--- src/rtl/opacc_pkg.sv ---
// Shared types and constants for the opacc tile mover.
// Holds the command/state enums, the stall-counter width and small
// decode helpers used by the sequencer.
package opacc_pkg;

    // Command opcodes as they appear on cmd_op.
    typedef enum logic [1:0] {
        MV_LOAD  = 2'b00,
        MV_STORE = 2'b01,
        MV_SWAP  = 2'b10,
        MV_RSVD  = 2'b11
    } mover_op_e;

    // Sequencer states: idle waiting for a command, or moving ml rows.
    typedef enum logic {
        MV_IDLE = 1'b0,
        MV_RUN  = 1'b1
    } mover_state_e;

    // Width of the optional stall counters.
    localparam int unsigned STALL_CNT_W = 32;

    // Commands that consume rows from the input stream.
    function automatic logic op_needs_in(input mover_op_e op);
        return (op == MV_LOAD) || (op == MV_SWAP);
    endfunction

    // Commands that produce rows on the output stream.
    function automatic logic op_needs_out(input mover_op_e op);
        return (op == MV_STORE) || (op == MV_SWAP);
    endfunction

endpackage

--- src/rtl/opacc_row_buf.sv ---
// Single-entry valid/ready row register with a last flag.
// Output stage of the tile mover: a drained row is written here one cycle
// after its beat and held until the downstream consumer takes it.
//
// Handshake: a row transfers on any rising clk where valid && ready are both
// high; valid never drops without that transfer, and data/last are stable
// while valid is high and ready is low. A load in the same cycle as a pop
// replaces the entry, so the stage sustains one row per cycle.
module opacc_row_buf #(
    parameter int W = 256
) (
    input  logic         clk,
    input  logic         reset,
    input  logic         load,
    input  logic [W-1:0] load_data,
    input  logic         load_last,
    output logic         ok,
    output logic         valid,
    input  logic         ready,
    output logic [W-1:0] data,
    output logic         last
);

    // The entry may be (re)written when it is empty or being popped now.
    assign ok = !valid || ready;

    // Entry register: load wins over pop; a pop without a load empties it.
    always_ff @(posedge clk or posedge reset) begin
        if (reset) begin
            valid <= 1'b0;
            data  <= '0;
            last  <= 1'b0;
        end else if (load) begin
            valid <= 1'b1;
            data  <= load_data;
            last  <= load_last;
        end else if (valid && ready) begin
            valid <= 1'b0;
            last  <= 1'b0;
        end
    end

endmodule

--- src/rtl/opacc_tile_mover.sv ---
// C-tile load/drain sequencer for the outer-product accumulator.
// Runs one LOAD / STORE / SWAP command per tile, always ml row beats:
// each beat shifts one row into the opacc (acc_ci) and, for STORE/SWAP,
// captures the row falling out (acc_co) into the output register.
// Rows therefore leave in the order they were loaded.
// Optional feature macro: OPACC_TILE_MOVER_STALL_CNT_EN builds the
// saturating input/output stall counters; otherwise both ports read 0.
module opacc_tile_mover
    import opacc_pkg::*;
#(
    parameter  int nregs = 2,
    parameter  int vl    = 4,
    parameter  int ml    = 4,
    parameter  int XLEN  = 64,
    localparam int AW    = (nregs > 1) ? $clog2(nregs) : 1,
    localparam int RW    = vl * XLEN
) (
    input  logic                   clk,
    input  logic                   reset,
    input  logic                   cmd_valid,
    output logic                   cmd_ready,
    input  logic [1:0]             cmd_op,
    input  logic [AW-1:0]          cmd_addr,
    input  logic                   in_valid,
    output logic                   in_ready,
    input  logic [RW-1:0]          in_data,
    output logic                   out_valid,
    input  logic                   out_ready,
    output logic [RW-1:0]          out_data,
    output logic                   out_last,
    output logic                   acc_c_valid,
    output logic [AW-1:0]          acc_ci_addr,
    output logic [RW-1:0]          acc_ci,
    input  logic [RW-1:0]          acc_co,
    output logic                   busy,
    output logic [AW-1:0]          busy_addr,
    output logic [STALL_CNT_W-1:0] stall_in_cnt,
    output logic [STALL_CNT_W-1:0] stall_out_cnt
);

    localparam int            CW       = (ml > 1) ? $clog2(ml) : 1;
    localparam logic [CW-1:0] CNT_LAST = CW'(ml - 1);

    mover_state_e  state_q, state_d;
    mover_op_e     op_q;
    logic [AW-1:0] addr_q;
    logic [CW-1:0] cnt_q, cnt_d;

    logic needs_in;
    logic needs_out;
    logic run;
    logic out_ok;
    logic beat;
    logic cmd_fire;

    assign needs_in  = op_needs_in(op_q);
    assign needs_out = op_needs_out(op_q);
    assign run       = (state_q == MV_RUN);
    assign cmd_fire  = cmd_valid && cmd_ready;

    // Next state, beat qualification and handshake outputs.
    always_comb begin
        state_d   = state_q;
        cnt_d     = cnt_q;
        cmd_ready = 1'b0;
        in_ready  = 1'b0;
        beat      = 1'b0;
        busy      = 1'b0;
        case (state_q)
            MV_IDLE: begin
                cmd_ready = 1'b1;
                if (cmd_valid) begin
                    cnt_d = '0;
                    // The reserved opcode is swallowed as a no-op.
                    if (mover_op_e'(cmd_op) != MV_RSVD) begin
                        state_d = MV_RUN;
                    end
                end
            end
            MV_RUN: begin
                busy     = 1'b1;
                beat     = (!needs_in || in_valid) && (!needs_out || out_ok);
                in_ready = needs_in && (!needs_out || out_ok);
                if (beat) begin
                    if (cnt_q == CNT_LAST) begin
                        state_d = MV_IDLE;
                        cnt_d   = '0;
                    end else begin
                        cnt_d = cnt_q + CW'(1);
                    end
                end
            end
            default: state_d = MV_IDLE;
        endcase
    end

    // State and beat counter registers.
    always_ff @(posedge clk or posedge reset) begin
        if (reset) begin
            state_q <= MV_IDLE;
            cnt_q   <= '0;
        end else begin
            state_q <= state_d;
            cnt_q   <= cnt_d;
        end
    end

    // Latch the accepted command; the address also steers the opacc port.
    always_ff @(posedge clk or posedge reset) begin
        if (reset) begin
            op_q   <= MV_RSVD;
            addr_q <= '0;
        end else if (cmd_fire) begin
            op_q   <= mover_op_e'(cmd_op);
            addr_q <= cmd_addr;
        end
    end

    // STORE shifts zeros in, which leaves the tile cleared afterwards.
    assign acc_c_valid = beat;
    assign acc_ci      = (run && needs_in) ? in_data : '0;
    assign acc_ci_addr = addr_q;
    assign busy_addr   = addr_q;

    opacc_row_buf #(
        .W(RW)
    ) u_out_buf (
        .clk       (clk),
        .reset     (reset),
        .load      (beat && needs_out),
        .load_data (acc_co),
        .load_last (cnt_q == CNT_LAST),
        .ok        (out_ok),
        .valid     (out_valid),
        .ready     (out_ready),
        .data      (out_data),
        .last      (out_last)
    );

`ifdef OPACC_TILE_MOVER_STALL_CNT_EN
    logic [STALL_CNT_W-1:0] stall_in_q;
    logic [STALL_CNT_W-1:0] stall_out_q;

    // Saturating counts of RUN cycles starved of input or blocked on output.
    always_ff @(posedge clk or posedge reset) begin
        if (reset) begin
            stall_in_q  <= '0;
            stall_out_q <= '0;
        end else begin
            if (run && needs_in && !in_valid && (stall_in_q != '1)) begin
                stall_in_q <= stall_in_q + STALL_CNT_W'(1);
            end
            if (run && needs_out && !out_ok && (stall_out_q != '1)) begin
                stall_out_q <= stall_out_q + STALL_CNT_W'(1);
            end
        end
    end

    assign stall_in_cnt  = stall_in_q;
    assign stall_out_cnt = stall_out_q;
`else
    assign stall_in_cnt  = '0;
    assign stall_out_cnt = '0;
`endif

endmodule

--- config.mk ---
export PLATFORM = sky130hd
export DESIGN_NAME = opacc_tile_mover
export DESIGN_NICKNAME = d
export VERILOG_FILES = /design/src/rtl/opacc_pkg.sv /design/src/rtl/opacc_row_buf.sv /design/src/rtl/opacc_tile_mover.sv
export SDC_FILE = /design/constraint.sdc
export NUM_CORES = 1
export LEC_CHECK = 0
export BUFFER_PORTS_ARGS = -buffer_cell sky130_fd_sc_hd__buf_2
export CAP_MARGIN = 20
export CORE_AREA = 2 2 428 430
export DETAILED_ROUTE_END_ITERATION = 7
export DIE_AREA = 0 0 430 432
export GPL_TIMING_DRIVEN = 0
export PLACE_DENSITY = 0.3
export SLEW_MARGIN = 10
export SYNTH_ARGS = -nofsm -noshare
export SYNTH_HDL_FRONTEND = slang
export SYNTH_SLANG_ARGS = --single-unit
--- constraint.sdc ---
create_clock -name clk -period 11.3 [get_ports clk]
set_input_delay 0.565 -clock clk [delete_from_list [all_inputs] [get_ports clk]]
set_output_delay 0.565 -clock clk [all_outputs]
set_load 0.005 [all_outputs]
Yosys cells after proc, flatten, opt, wreduce, memory -nomap -nowiden
Index checks and enable logic that the tools add are counted.

cells by class
  reduce and logical (&&, ||, !) cells = 17
  bitwise operators = 1
  muxes and demuxes = 17
  add/subtract/negate cells = 1
  equal/unequal tests = 6

operator list
  operator                                                                count
  256-bit 2-to-1 mux                                                      1
  1-bit 2-to-1 mux                                                        11
  1-bit logical AND                                                       6
  2-bit 2-to-1 mux                                                        3
  1-bit logical OR                                                        5
  2-bit equality test (second input constant)                             2
  2-bit != test (second input constant)                                   2
  2-bit one-hot mux with 2 select lines                                   1
  1-bit zero test                                                         3
  2-bit by 1-bit adder with 2-bit output (second input constant)          1
  2-bit by 1-bit equality test with 1-bit output (second input constant)  1
  2-bit zero test                                                         1
  2-bit by 1-bit != test with 1-bit output (second input constant)        1
  1-bit one-hot mux with 2 select lines                                   1
  2-bit AND reduction                                                     1
  2-bit nonzero test                                                      1
  1-bit inverter                                                          1

word-level totals
  bits in registers = 264
  word-level logic and storage cells = 49
  output and inout port bits = 584
  input port bits = 520

Logic depth before layout (Yosys ltp)
  word-level depth = 8
  depth in mapped cells = 7
  depth with buffers taken out = 5

Modules after synthesis
Synthesis repeated with hierarchy kept, for this count alone.

unflattened totals
  cell total of the unflattened synthesis = 930
  area, all modules = 13100.1 µm²

modules (own cells, without submodules)
  module            cells each  area an instance (µm²)  times used  seq. area each (µm²)
  opacc_row_buf     549         10426.2                 1           6456.2
  opacc_tile_mover  381         2673.8                  1           152.6

Worst setup path after synthesis
OpenSTA, ideal clock, no wires.

  kind = register to output
  start point = register op_q[1]
  end point = output port acc_ci[217]
  buffers on the path = 2
  arrival = 1.540 ns
  required time = 10.735 ns
  cell stages (with the launch flop) = 7
  path slack = 9.195 ns
  cells stage by stage = dfstp_2 > ha_1 > nor2_1 > nor2_1 > clkbuf_1 > clkbuf_1 > and2_1

on the way
  word-level cells in the longest chain between the ends = 4
  elaborated cells between the ends (all ways) = 5
  those cells by class = 1 x eq/ne; 1 x mux; 3 x reduce/logical

RTL lines
  item                                                    RTL line                 RTL
  start, declared                                         opacc_tile_mover.sv:45   mover_op_e op_q;
  start signal, assigned                                  opacc_tile_mover.sv:114  op_q <= mover_op_e'(cmd_op);
  2-bit equality test or 2-bit zero test (tied branches)  opacc_pkg.sv:25          return (op == MV_LOAD) || (op == MV_SWAP);
  1-bit logical OR *                                      opacc_pkg.sv:25
  1-bit logical AND *                                     opacc_tile_mover.sv:121  assign acc_ci = (run && needs_in) ? in_data : '0;
  256-bit 2-to-1 mux *                                    opacc_tile_mover.sv:121
  end, declared                                           opacc_tile_mover.sv:33   output logic [RW-1:0] acc_ci,

Mark *: on every way between the ends. The rest lies on a longest branch, timed or not.

Worst setup path in the final report
  start point = register op_q[1]
  end point = output port acc_ci[177]

Same word-level chain as after synthesis.

==> results.yml <==
status:
  status: "complete, no violations"
routing:
  routed_wl_mm: 81.2
  drcViolationCount: 0
  viasPerCell: 2.55
  wl_per_cell_um: 18.0
  drtIter0Drc: 344
  drt_first_pass_iters: 4
  vias: 11500
  detail-route-antenna-nets: 0
critical_path:
  cp_data_required_time_ns: 10.74
  regToRegSetupSlack_ns: 8.83
  worstSetupPathType: "reg2out"
  rr_worst_depth: 7
  endpoint_kind: "primary output"
  path_max_fanout: 10
  cp-startpoint: "op_q[1]$_DFFE_PP1P_"
  r2r_end: "u_out_buf.data[160]$_DFFE_PP0P_"
  r2r_start: "op_q[0]$_DFFE_PP1P_"
  arrival_ns: 3.48
  startpoint_type: "register"
die:
  io_pins: 1104
  core_area_sq_um: 182000
  start_util_pct: 6.74
  die_h_um: 432
  placementRows: 157
  dieArea_sq_um: 186000
  chipWidth_um: 430
yosys:
  synth_compound_area_share_pct: 0.562
  ys_warn_count: 0
  synth_cell_types: 26
  synth_simple_gate_area_share_pct: 14.0
  seq_area_frac_synth_pct: 54.0
  synth-xor-area-share_pct: 0
  ys_ff_latch: 264
  synth_top_family_by_area: "multiplexers"
  synthCells: 936
  syn_area_sq_um: 12200
  synth.avg_cell_area_sq_um: 13.1
  synth.area.mux_share_pct: 23.7
  synth_fa_ha_area_share_pct: 0.306
timing:
  finalHoldViolations: 0
  period_needed_ns: 4.04
  fmax_ghz: 0.247
  drv_slew: 0
  max-slew-margin-rel_pct: 50.2
  finalSetupViolCount: 0
  rsz0062_at_grt: "no"
  fin_crit_sh_pct: 35.8
  worst_pin_slew_ns: 0.746
  finalClockSkew_ns: 0.0129
  fin_setup_tns_ns: 0
  worst_slack_ns: 7.26
clock_tree:
  cts_tree: "built"
  clkSinkCount: 264
  cts_made_buffers: 36
  postCtsResizedCells: 0
  cts_root_buf: "clkbuf_16"
  htreeDepth: 2
  clk_transition_reported_paths_ns: 0.06
  clk_latency_ns: 0.57
  cts.path.max_buffers: 3
layout:
  stdcell_count: 4507
  drive_gt1_share_pct: 69.0
  nFillCells: 21000
  fin_nets: 2603
  final_area_sq_um: 22000
  multiInputGateArea_sq_um: 4970
  register_area_sq_um: 6610
  area_growth_syn_to_layout_pct: 79.4
power_and_ir_drop:
  peakVddDrop_uv: 121
  p_leak_nw: 10.7
  total_power_mw: 6.48
  pwr_density_cell_nw_per_um2: 295
placed_design:
  gp_congestion: 0.788
  dp_slack_ns: 7.72
  placed_area_sq_um: 20800
  place_hpwl_mm: 70.2
  dp_cells: 4426
  io_buffers: 1039
grt:
  grt_max_degree: 101
  grt_usage_pct: 8.21
  grt_overflow_total: 0
  grt_pass1_wl_mm: 105
  grt_pass1_vias: 11700
  antenna_found_initial: 28
flow_run:
  maxCapViolations: 0
hold_path:
  min_to: "u_out_buf.data[3]$_DFFE_PP0P_"
  hp-start: "acc_co[3]"
  hold_path.class: "in2reg"
  holdPathStages: 2
-- how the worst max path moves through the flow --
stage	cells after the start	end	slack (ns)
5_1_grt	7	acc_ci[181]	7.01
2_1_floorplan	1	acc_ci_addr$_DFFE_PP0P_	3.47
3_3_place_gp	2	u_out_buf.data[187]$_DFFE_PP0P_	-1.66
4_1_cts	7	acc_ci[181]	7.05
3_5_place_dp	7	acc_ci[181]	7.72
6_report	7	acc_ci[177]	7.26
-- cells by family after synthesis --
group,after synthesis
flops,264
mux,258
other cells,1
fa+ha+maj,3
simple gates,274
compound gates,9
buf+inv,127
-- metal layers --
| layer | track usage [%] | up-vias | part of all wire [%] |
|---|---|---|---|
| li1 | - | 5267 | - |
| met1 | 8.57 | 5633 | 35 |
| met2 | 15.9 | 494 | 55 |
| met3 | 2.00 | 111 | 5.9 |
| met4 | 2.72 | 6 | 3.8 |
| met5 | 0 | - | 0.050 |
-- cells in the mapped netlist (all sizes together) --
| library cell | instances | area, sq um |
|---|---|---|
| inv | 5 | 18.8 |
| buf | 96 | 796 |
| and3 | 1 | 6.26 |
| nand2 | 7 | 26.3 |
| o21bai | 1 | 18.8 |
| nand4b | 1 | 8.76 |
| nand3b | 1 | 11.3 |
| o211ai | 1 | 7.51 |
| nand4 | 2 | 27.5 |
| o221ai | 1 | 8.76 |
| and2 | 258 | 1610 |
| mux2 | 258 | 2910 |
| dfrtp | 262 | 6560 |
| a21oi | 1 | 5.00 |
| dfstp | 2 | 52.6 |
| conb | 1 | 3.75 |
| ha | 3 | 37.5 |
| a31oi | 1 | 6.26 |
| nor2 | 3 | 11.3 |
| a21boi | 1 | 7.51 |
| nor2b | 1 | 6.26 |
| clkbuf | 26 | 97.6 |
| o21ai | 3 | 15.0 |
-- final cells by class --
class,count,share of cell area (%)
Antenna cell,15,0.171
Sequential cell,264,30.1
Multi-Input combinational cell,608,22.6
Tap cell,2385,13.6
Clock buffer,58,4.84
Buffer,122,4.07
Timing Repair Buffer,1043,24.1
Clock inverter,7,0.444
Inverter,5,0.120
-- cell usage in the layout (no fill, tap or decap), types with 2 or more instances in the layout --
| cell | Yosys | final |
|---|---|---|
| buf_16 | 0 | 3 |
| buf_4 | 66 | 66 |
| clkbuf_16 | 0 | 36 |
| conb_1 | 1 | 64 |
| clkinv_8 | 0 | 3 |
| inv_1 | 5 | 4 |
| clkbuf_1 | 26 | 40 |
| dfrtp_1 | 262 | 262 |
| diode_2 | 0 | 15 |
| and2_1 | 258 | 258 |
| mux2_2 | 258 | 258 |
| ha_1 | 3 | 3 |
| clkbuf_8 | 0 | 8 |
| nand2_1 | 7 | 7 |
| o21ai_0 | 3 | 3 |
| buf_2 | 6 | 1045 |
| nor2_1 | 3 | 2 |
| dfstp_2 | 2 | 2 |
| clkinv_2 | 0 | 2 |
| buf_6 | 24 | 24 |
-- stage by stage --
step | utilization [%] | hold slack [ns]
after floorplan | - | 0.489
after global placement | 11.4 | 0.484
after detailed placement | 11.4 | 0.487
after CTS | 12.1 | 0.150
after global routing | 12.1 | 0.173
final | 12.1 | 0.215
-- worst max-delay path, cell delays in order, from the launching register on --
cell and delay [ns]:
dfstp_2 0.53, ha_1 0.21, nor2_1 0.07, nor2_2 0.56
buf_2 0.38, clkbuf_1 0.50, and2_1 0.45, buf_2 0.19
-- sequential cells by signal, indices dropped and copies added (netlist names) --
register and count:
u_out_buf.last 1, op_q 2, u_out_buf.valid 1, run 1, cnt_q 2, acc_ci_addr 1
u_out_buf.data 256
-- report_power, final --
group	switching [mW]	internal, mW	leakage, nW
registers	0.281	1.46	3.09
clock network	0.473	0.671	0.565
logic	1.78	1.81	7.02
-- repair_timing --
| action | in CTS | in global routing |
|---|---|---|
| buffers inserted | 0 | 0 |
| hold buffers | 1 | 0 |
| endpoints found under the hold margin | 31 | 0 |
Note: power is estimated with default switching activity, not from simulation.
